<file path="src/rtl/systolic_pkg.sv">
// Shared state encoding and sizing helpers for the systolic array sequencer.
package systolic_pkg;

  typedef enum logic [2:0] {
    IDLE,
    LOAD_W,
    STREAM,
    DRAIN,
    DONE
  } state_t;

  localparam int DEF_N = 4;

  // A 1-row array still needs a 1-bit address port.
  function automatic int addr_w(input int n);
    return (n > 1) ? $clog2(n) : 1;
  endfunction

  // Feature read latency (1) + row skew (N-1) + column accumulation (N).
  function automatic int lat_out(input int n);
    return 2 * n;
  endfunction

endpackage

</file>
<file path="src/rtl/valid_delay_line.sv">
// Parameterised-depth 1-bit shift register; tap i is i_din delayed i+1 cycles.
module valid_delay_line #(
  parameter int DEPTH = 8
) (
  input  logic             clk,
  input  logic             rst,
  input  logic             i_din,
  output logic [DEPTH-1:0] o_taps
);

  logic [DEPTH-1:0] r_sh;

  // NOTE: non-blocking assignment lets every stage sample its neighbour's old value.
  always_ff @(posedge clk or posedge rst) begin
    if (rst) r_sh <= '0;
    else     r_sh <= {r_sh[DEPTH-2:0], i_din};
  end

  assign o_taps = r_sh;

endmodule

</file>
<file path="src/rtl/systolic_array_ctrl.sv">
// Weight-stationary systolic array sequencer: weight load, feature stream, drain.
// Optional WEIGHT_REUSE_EN adds keep_weights to skip reloading resident weights.
module systolic_array_ctrl
  import systolic_pkg::*;
#(
  parameter int N     = DEF_N,
  parameter int CNT_W = 16,
  localparam int AW   = addr_w(N)
) (
  input  logic             clk,
  input  logic             rst,
`ifdef WEIGHT_REUSE_EN
  input  logic             keep_weights,
`endif
  input  logic             start,
  input  logic [CNT_W-1:0] num_vectors,
  output logic             busy,
  output logic             done,
  output logic             w_rd_en,
  output logic [AW-1:0]    w_rd_addr,
  output logic             wen,
  output logic             f_rd_en,
  output logic [CNT_W-1:0] f_rd_addr,
  output logic [N-1:0]     feed_valid,
  output logic             out_valid,
  output logic [CNT_W-1:0] out_idx
);

  localparam int LAT = lat_out(N);

  state_t           r_state;
  logic [CNT_W-1:0] r_m;
  logic             r_busy, r_done, r_w_rd_en, r_wen, r_f_rd_en;
  logic [AW-1:0]    r_w_rd_addr;
  logic [CNT_W-1:0] r_f_rd_addr;
  logic [CNT_W-1:0] r_out_idx;
  logic [LAT-1:0]   w_taps;
  logic             w_line_busy;
  logic             w_skip_load;

`ifdef WEIGHT_REUSE_EN
  logic r_weights_loaded;
  assign w_skip_load = keep_weights && r_weights_loaded;
`else
  assign w_skip_load = 1'b0;
`endif

  valid_delay_line #(.DEPTH(LAT)) u_valid_line (
    .clk    (clk),
    .rst    (rst),
    .i_din  (r_f_rd_en),
    .o_taps (w_taps)
  );

  // Anything short of the output tap still in flight means results are pending.
  assign w_line_busy = |w_taps[LAT-2:0];

  always_ff @(posedge clk or posedge rst) begin
    if (rst) begin
      r_state     <= IDLE;
      r_m         <= '0;
      r_busy      <= 1'b0;
      r_done      <= 1'b0;
      r_w_rd_en   <= 1'b0;
      r_w_rd_addr <= '0;
      r_wen       <= 1'b0;
      r_f_rd_en   <= 1'b0;
      r_f_rd_addr <= '0;
      r_out_idx   <= '0;
`ifdef WEIGHT_REUSE_EN
      r_weights_loaded <= 1'b0;
`endif
    end else begin
      r_wen  <= r_w_rd_en;
      r_done <= 1'b0;
      if (w_taps[LAT-1]) r_out_idx <= r_out_idx + 1'b1;

      case (r_state)
        IDLE: begin
          if (start) begin
            r_busy    <= 1'b1;
            r_m       <= num_vectors;
            r_out_idx <= '0;
            if (!w_skip_load) begin
              r_state     <= LOAD_W;
              r_w_rd_en   <= 1'b1;
              r_w_rd_addr <= AW'(N - 1);
            end else if (num_vectors != '0) begin
              r_state     <= STREAM;
              r_f_rd_en   <= 1'b1;
              r_f_rd_addr <= '0;
            end else begin
              r_state <= DONE;
              r_done  <= 1'b1;
            end
          end
        end

        LOAD_W: begin
          if (r_w_rd_en) begin
            if (r_w_rd_addr == '0) r_w_rd_en   <= 1'b0;
            else                   r_w_rd_addr <= r_w_rd_addr - 1'b1;
          end else begin
            // Wait cycle: the last weight row is being written by wen.
`ifdef WEIGHT_REUSE_EN
            r_weights_loaded <= 1'b1;
`endif
            if (r_m != '0) begin
              r_state     <= STREAM;
              r_f_rd_en   <= 1'b1;
              r_f_rd_addr <= '0;
            end else begin
              r_state <= DONE;
              r_done  <= 1'b1;
            end
          end
        end

        STREAM: begin
          // Compare against M-1 so a maximal M never wraps the address.
          if (r_f_rd_addr == r_m - 1'b1) begin
            r_f_rd_en <= 1'b0;
            r_state   <= DRAIN;
          end else begin
            r_f_rd_addr <= r_f_rd_addr + 1'b1;
          end
        end

        DRAIN: begin
          if (!w_line_busy) begin
            r_state <= DONE;
            r_done  <= 1'b1;
          end
        end

        DONE: begin
          r_busy  <= 1'b0;
          r_state <= IDLE;
        end

        default: r_state <= IDLE;
      endcase
    end
  end

  assign busy       = r_busy;
  assign done       = r_done;
  assign w_rd_en    = r_w_rd_en;
  assign w_rd_addr  = r_w_rd_addr;
  assign wen        = r_wen;
  assign f_rd_en    = r_f_rd_en;
  assign f_rd_addr  = r_f_rd_addr;
  assign feed_valid = w_taps[N-1:0];
  assign out_valid  = w_taps[LAT-1];
  assign out_idx    = r_out_idx;

endmodule

</file>
<file path="config.mk">
export PLATFORM = sky130hd
export DESIGN_NAME = systolic_array_ctrl
export DESIGN_NICKNAME = d
export VERILOG_FILES = /design/src/rtl/systolic_pkg.sv /design/src/rtl/valid_delay_line.sv /design/src/rtl/systolic_array_ctrl.sv
export SDC_FILE = /design/constraint.sdc
export NUM_CORES = 1
export LEC_CHECK = 0
export CAP_MARGIN = 5
export CORE_ASPECT_RATIO = 1.1
export CORE_MARGIN = 2
export CORE_UTILIZATION = 30
export DETAILED_ROUTE_END_ITERATION = 16
export GPL_ROUTABILITY_DRIVEN = 1
export PLACE_DENSITY = 0.55
export SYNTH_ARGS = -nofsm -noshare
export SYNTH_HDL_FRONTEND = slang
export SYNTH_HIERARCHICAL = 1
export SYNTH_SLANG_ARGS = --single-unit
</file>
<file path="constraint.sdc">
create_clock -name clk -period 3.48 [get_ports clk]
set_input_delay 0.696 -clock clk [delete_from_list [all_inputs] [get_ports clk]]
set_output_delay 0.696 -clock clk [all_outputs]
set_load 0.02 [all_outputs]
</file>
# Yosys cells after proc, flatten, opt, wreduce, memory -nomap -nowiden
# Cells that the tools add are included.
classes:
  reduce_logical: 14
  n_addsub: 4
  n_eq_ne: 13
  mux: 30
ops:
  columns: ["cell", "count"]
  rows:
  - ["two-way mux 16 bit", 6]
  - ["adder 16 x 1 -> 16 bit (second input constant)", 2]
  - ["one-hot mux 16 bit (2 select lines)", 1]
  - ["== test 16 bit", 1]
  - ["inequality test 2 bit (second input constant)", 8]
  - ["AND reduction 4 bit", 4]
  - ["nonzero test 16 bit", 1]
  - ["subtractor 16 x 1 -> 16 bit (second input constant)", 1]
  - ["two-way mux 3 bit", 5]
  - ["one-hot mux 3 bit (4 select lines)", 1]
  - ["two-way mux 1 bit", 9]
  - ["one-hot mux 1 bit (2 select lines)", 4]
  - ["OR reduction 7 bit", 1]
  - ["== test 3 x 2 -> 1 bit (second input constant)", 2]
  - ["two-way mux 2 bit", 3]
  - ["AND reduction 2 bit", 3]
  - ["nonzero test 2 bit", 3]
  - ["one-hot mux 2 bit (2 select lines)", 1]
  - ["== test 3 x 1 -> 1 bit (second input constant)", 1]
  - ["== test 3 bit (second input constant)", 1]
  - ["logical NOT 3 bit", 1]
  - ["logical NOT 2 bit", 1]
  - ["subtractor 2 x 1 -> 2 bit (second input constant)", 1]
totals:
  in_bits: 19
  regBits: 66
  output_inout_bits: 44

# Logic depth before layout (Yosys ltp)
depth:
  word_depth: 4
  depth_mapped: 12

# Cells and area by module
# Netlist, hierarchy kept.
by_module_without_submodules:
  columns: ["module", "area_per_inst_um2", "instances", "cells_per_inst"]
  rows:
  - ["systolic_array_ctrl", 3290.7, 1, 340]
  - ["valid_delay_line", 203.9, 1, 9]

# Worst setup path before layout
# No wires, ideal clock.
synth_path:
  path_kind: "flip-flop to flip-flop"
  start: "reg r_m[8]"
  end: "reg r_f_rd_addr[6] (netlist: f_rd_addr[6])"
  synth_period_minus_slack_ns: 2.787
  setup_slack_ns: 0.693
  path_buffers: 0
  arrival_time_ns: 2.706
  stages_incl_launch_ff: 9
  path_cell_list: "dfrtp_1 or4_4 or4_4 nor4_4 xnor2_1 nor3_1 nand4_1 or4b_2 a21oi_1"
synth_via:
  elab_chain_len: 4
  word_cells_on_any_way: 6
  classes_between: "add/sub: 1; eq/ne: 3; reduce/logical: 2"
synth_rtl:
  columns: ["item", "line_no", "source"]
  rows:
  - ["start: declaration", "systolic_array_ctrl.sv:32", "logic [CNT_W-1:0] r_m;"]
  - ["start signal: assignment", "systolic_array_ctrl.sv:82", "r_m <= num_vectors;"]
  - ["subtractor 16 x 1 -> 16 bit", "systolic_array_ctrl.sv:121", "if (r_f_rd_addr == r_m - 1'b1) begin"]
  - ["== test 16 bit", "systolic_array_ctrl.sv:121", null]
  - ["inequality test 2 bit (no source line)", null, null]
  - ["AND reduction 4 bit (no source line) (*)", null, null]
  - ["end signal: assignment", "systolic_array_ctrl.sv:125", "r_f_rd_addr <= r_f_rd_addr + 1'b1;"]
  - ["end: declaration", "systolic_array_ctrl.sv:35", "logic [CNT_W-1:0] r_f_rd_addr;"]
# Every way passes the cells marked *; elsewhere a longest branch is shown, timed or not.
# A chain may end at the register's enable or synchronous reset.

# Worst setup path after layout
layout_path:
  start: "reg r_m[6]"
  end: "reg r_f_rd_addr[12] (netlist: f_rd_addr[12])"
# Same word-level chain as after synthesis.

==> reports/results.tsv <==
stage	metric	value	unit
floorplan	die-width	107	um
floorplan	die_h	117	um
detailed_routing	vias	2916	
logic_synthesis	syn_nets	372	
cells_and_area	mostFrequentLayoutCell	dfrtp_1	
timing	setup_viol	0	
power	vdd_ir_drop_max	0.343	mV
grt	met1_usage	19.7	%
floorplan	fp.dieArea	12500	um2
hold_path	hold_path.class	reg -> reg	
floorplan	core.rowCount	41	
power	seqPwrFrac	38.4	%
logic_synthesis	synth-seq-area-share	47.3	%
power	p_switching	1.45	mW
grt	grt.busiest_layer	met2	
cts	ctsHoldBuffers	0	
logic_synthesis	ys_ff_latch	66	
run	drv_cap	0	
hold_path	hold_start	u_valid_line/o_taps[4]	
logic_synthesis	ys_types	49	
timing	fmax	0.332	GHz
placement	dp_slack	0.499	ns
timing	holdWs	0.372	ns
logic_synthesis	netlist_instances	349	
timing	hold_viol	0	
grt	grtUsageMet3	2.99	%
logic_synthesis	synth_area	3490	um2
grt	gr-total-overflow	0	
power	power.share.clock	22.7	%
logic_synthesis	synth_area_per_cell	10.0	um2
grt	grt_pass1_vias	2798	
worst_setup_path	worstPathMaxFanout	26	
worst_setup_path	critPathKind	reg -> reg	
power	p_leak	1.80	nW
worst_setup_path	startpoint	r_m[6]	
timing	fin_skew	0.00416	ns
power	powerDensity	810	nW/um2
cells_and_area	final_util	39.9	%
detailed_routing	drt_pass1_iterations	4	
floorplan	initial_core_util	30.5	%
power	pwr-share-comb	38.8	%
cells_and_area	area_growth	30.7	%
placement	gp_congestion	0.786	
placement	io_buffers	62	
cells_and_area	fin_nets	438	
cts	htreeDepth	3	
cells_and_area	final_layout_size_suffix_gt1_share	13.1	%
cells_and_area	n_antenna_cell	0	
logic_synthesis	async_flop_share	100	%
placement	dp_cells	554	
grt	grt_max_degree	39	
detailed_routing	wl_per_cell	14.8	um
timing	worstMarginPinSlew	0.881	ns
grt	antenna_found_initial	0	
detailed_routing	drt-initial-drc-count	92	
worst_setup_path	arrival	3.28	ns
cts	path_clk_slew	0.06	ns
cells_and_area	mostFrequentLayoutCells	dfrtp_1 (66), clkdlybuf4s50_1 (62), nand2_1 (30)	
power	switching_share	39.3	%
timing	fin_ws	0.469	ns
run_status	status	finished, final reports clean	
detailed_routing	vias_per_cell	5.12	
cells_and_area	final_cells	570	
cts	worst_skew_pair.late_latency	0.33	ns
cts	clockBufferDepth	2	
timing	min_period	3.01	ns
timing	min_period_over_period	86.5	%
logic_synthesis	synth_ff_type	dfrtp_1	
floorplan	core_area	11400	um2
logic_synthesis	synth_edf_count	0	
cts	cts_tree	yes	
cts	ctsResizeCount	0	
timing	rsz0062_at_grt	no	
worst_setup_path	required	3.75	ns
floorplan	ioPinCount	63	
detailed_routing	totalWireLength	8.44	mm
timing	max_slew_margin	40.8	%
timing	slew_viol_final	0	
cts	cts_buffers	9	
worst_setup_path	timing.rr.start	r_m[6]	
detailed_routing	drc	0	
cts	cts_sinks	66	
worst_setup_path	crit_path_start_kind	register	
power	power.internal	2.25	mW
timing	tns	0	ns
placement	dp_hpwl	6.07	mm
worst_setup_path	end_kind	register	
logic_synthesis	yosysWarnings	6	
grt	met2_usage	23.1	%
detailed_routing	drtAntennaViolNets	0	
grt	grt_use_total	14.6	%
grt	grt_pass1_wl	14.1	mm
cts	postCtsSetupBuffers	0	
cts	cts_root_buf	clkbuf_16	
==> stage by stage <==
| step | power, mW | area (um2) |
|---|---|---|
| after floorplan | 2.31 | 3490 |
| after global placement | 2.85 | 4290 |
| after detailed placement | 2.89 | 4290 |
| after CTS | 3.75 | 4570 |
| after global routing | 3.96 | 4570 |
| final | 3.70 | 4570 |
==> cells by family (layout without fill, tap and decap cells) <==
group           count (synthesis)  in the layout  share of synthesized area (%)
compound gates                 58             58                           11.2
fa+ha+maj                       4              4                           1.43
flops                          66             66                           47.3
simple gates                  146            146                           23.2
mux                            19             19                           5.91
buf+inv                        28             99                           3.94
xor+xnor                       28             28                           7.02
==> cells in the mapped netlist (5+ instances only) <==
| cell type | number | share of area, % |
|---|---|---|
| nand4_1 | 14 | 2.5 |
| a21oi_2 | 5 | 1.3 |
| xnor2_1 | 16 | 4.0 |
| nor3_1 | 9 | 1.3 |
| a21oi_1 | 15 | 2.1 |
| mux2_2 | 13 | 4.2 |
| mux2i_1 | 6 | 1.7 |
| nand3_1 | 9 | 1.3 |
| nand2_1 | 30 | 3.2 |
| or3_1 | 13 | 2.3 |
| o21ai_2 | 5 | 1.3 |
| o211ai_1 | 5 | 1.1 |
| dfrtp_1 | 66 | 47 |
| xor2_1 | 12 | 3.0 |
| clkbuf_1 | 8 | 0.86 |
| nor2b_1 | 6 | 1.1 |
| inv_1 | 15 | 1.6 |
| and3_1 | 6 | 1.1 |
| nor4_1 | 9 | 1.6 |
| nor2_1 | 29 | 3.1 |
| o21ai_0 | 12 | 1.7 |
==> worst paths after layout <==
path	endpoint	slack, ns	cells after the start
min	u_valid_line/o_taps[5]	0.37	0
max	f_rd_addr[12]	0.47	9
min in group asynchronous	u_valid_line/o_taps[2]	0.65	2
max reg2reg	f_rd_addr[12]	0.47	9
min reg2reg	u_valid_line/o_taps[5]	0.37	0
max in group asynchronous	r_m[7]	2.10	3
==> layer usage <==
layer  part of all wire, %  wire [um]
met1                    48       4020
met2                    47       3940
met3                   4.3        365
met4                   1.4        116
met5                     0          0
==> worst max-delay path: stages (launching register included) <==
cell and delay [ns]:
dfrtp_1 0.45, or4_4 0.54, or4_4 0.57, nor4_4 0.17, xnor2_1 0.17, nand2b_4 0.17, nor4b_4 0.04, buf_4 0.24
or4_1 0.51, nand2_1 0.07
==> flip-flops by register name (all words and copies together), names as in the netlist <==
signal and count:
busy 1, done 1, f_rd_addr 16, f_rd_en 1, out_idx 16, r_m 16
r_state 3, u_valid_line/o_taps 8, w_rd_addr 2, w_rd_en 1, wen 1
==> power by group through the flow <==
stage / sequential [mW] / combinational, mW / clock (mW)
3_3_place_gp: 1.42 / 1.42 / 0
2_1_floorplan: 1.51 / 0.797 / 0
5_1_grt: 1.48 / 1.58 / 0.902
6_report: 1.42 / 1.44 / 0.842
4_1_cts: 1.43 / 1.45 / 0.865
3_5_place_dp: 1.44 / 1.45 / 0
==> layout make-up <==
| class | count | area (um2) |
|---|---|---|
| Clock buffer | 9 | 225 |
| Fill cell | 1110 | 6870 |
| Tap cell | 150 | 188 |
| Timing Repair Buffer | 68 | 678 |
| Multi-Input combinational cell | 255 | 1710 |
| Sequential cell | 66 | 1650 |
| Clock inverter | 7 | 55.1 |
| Inverter | 15 | 56.3 |
(Power assumes the default switching activity.)
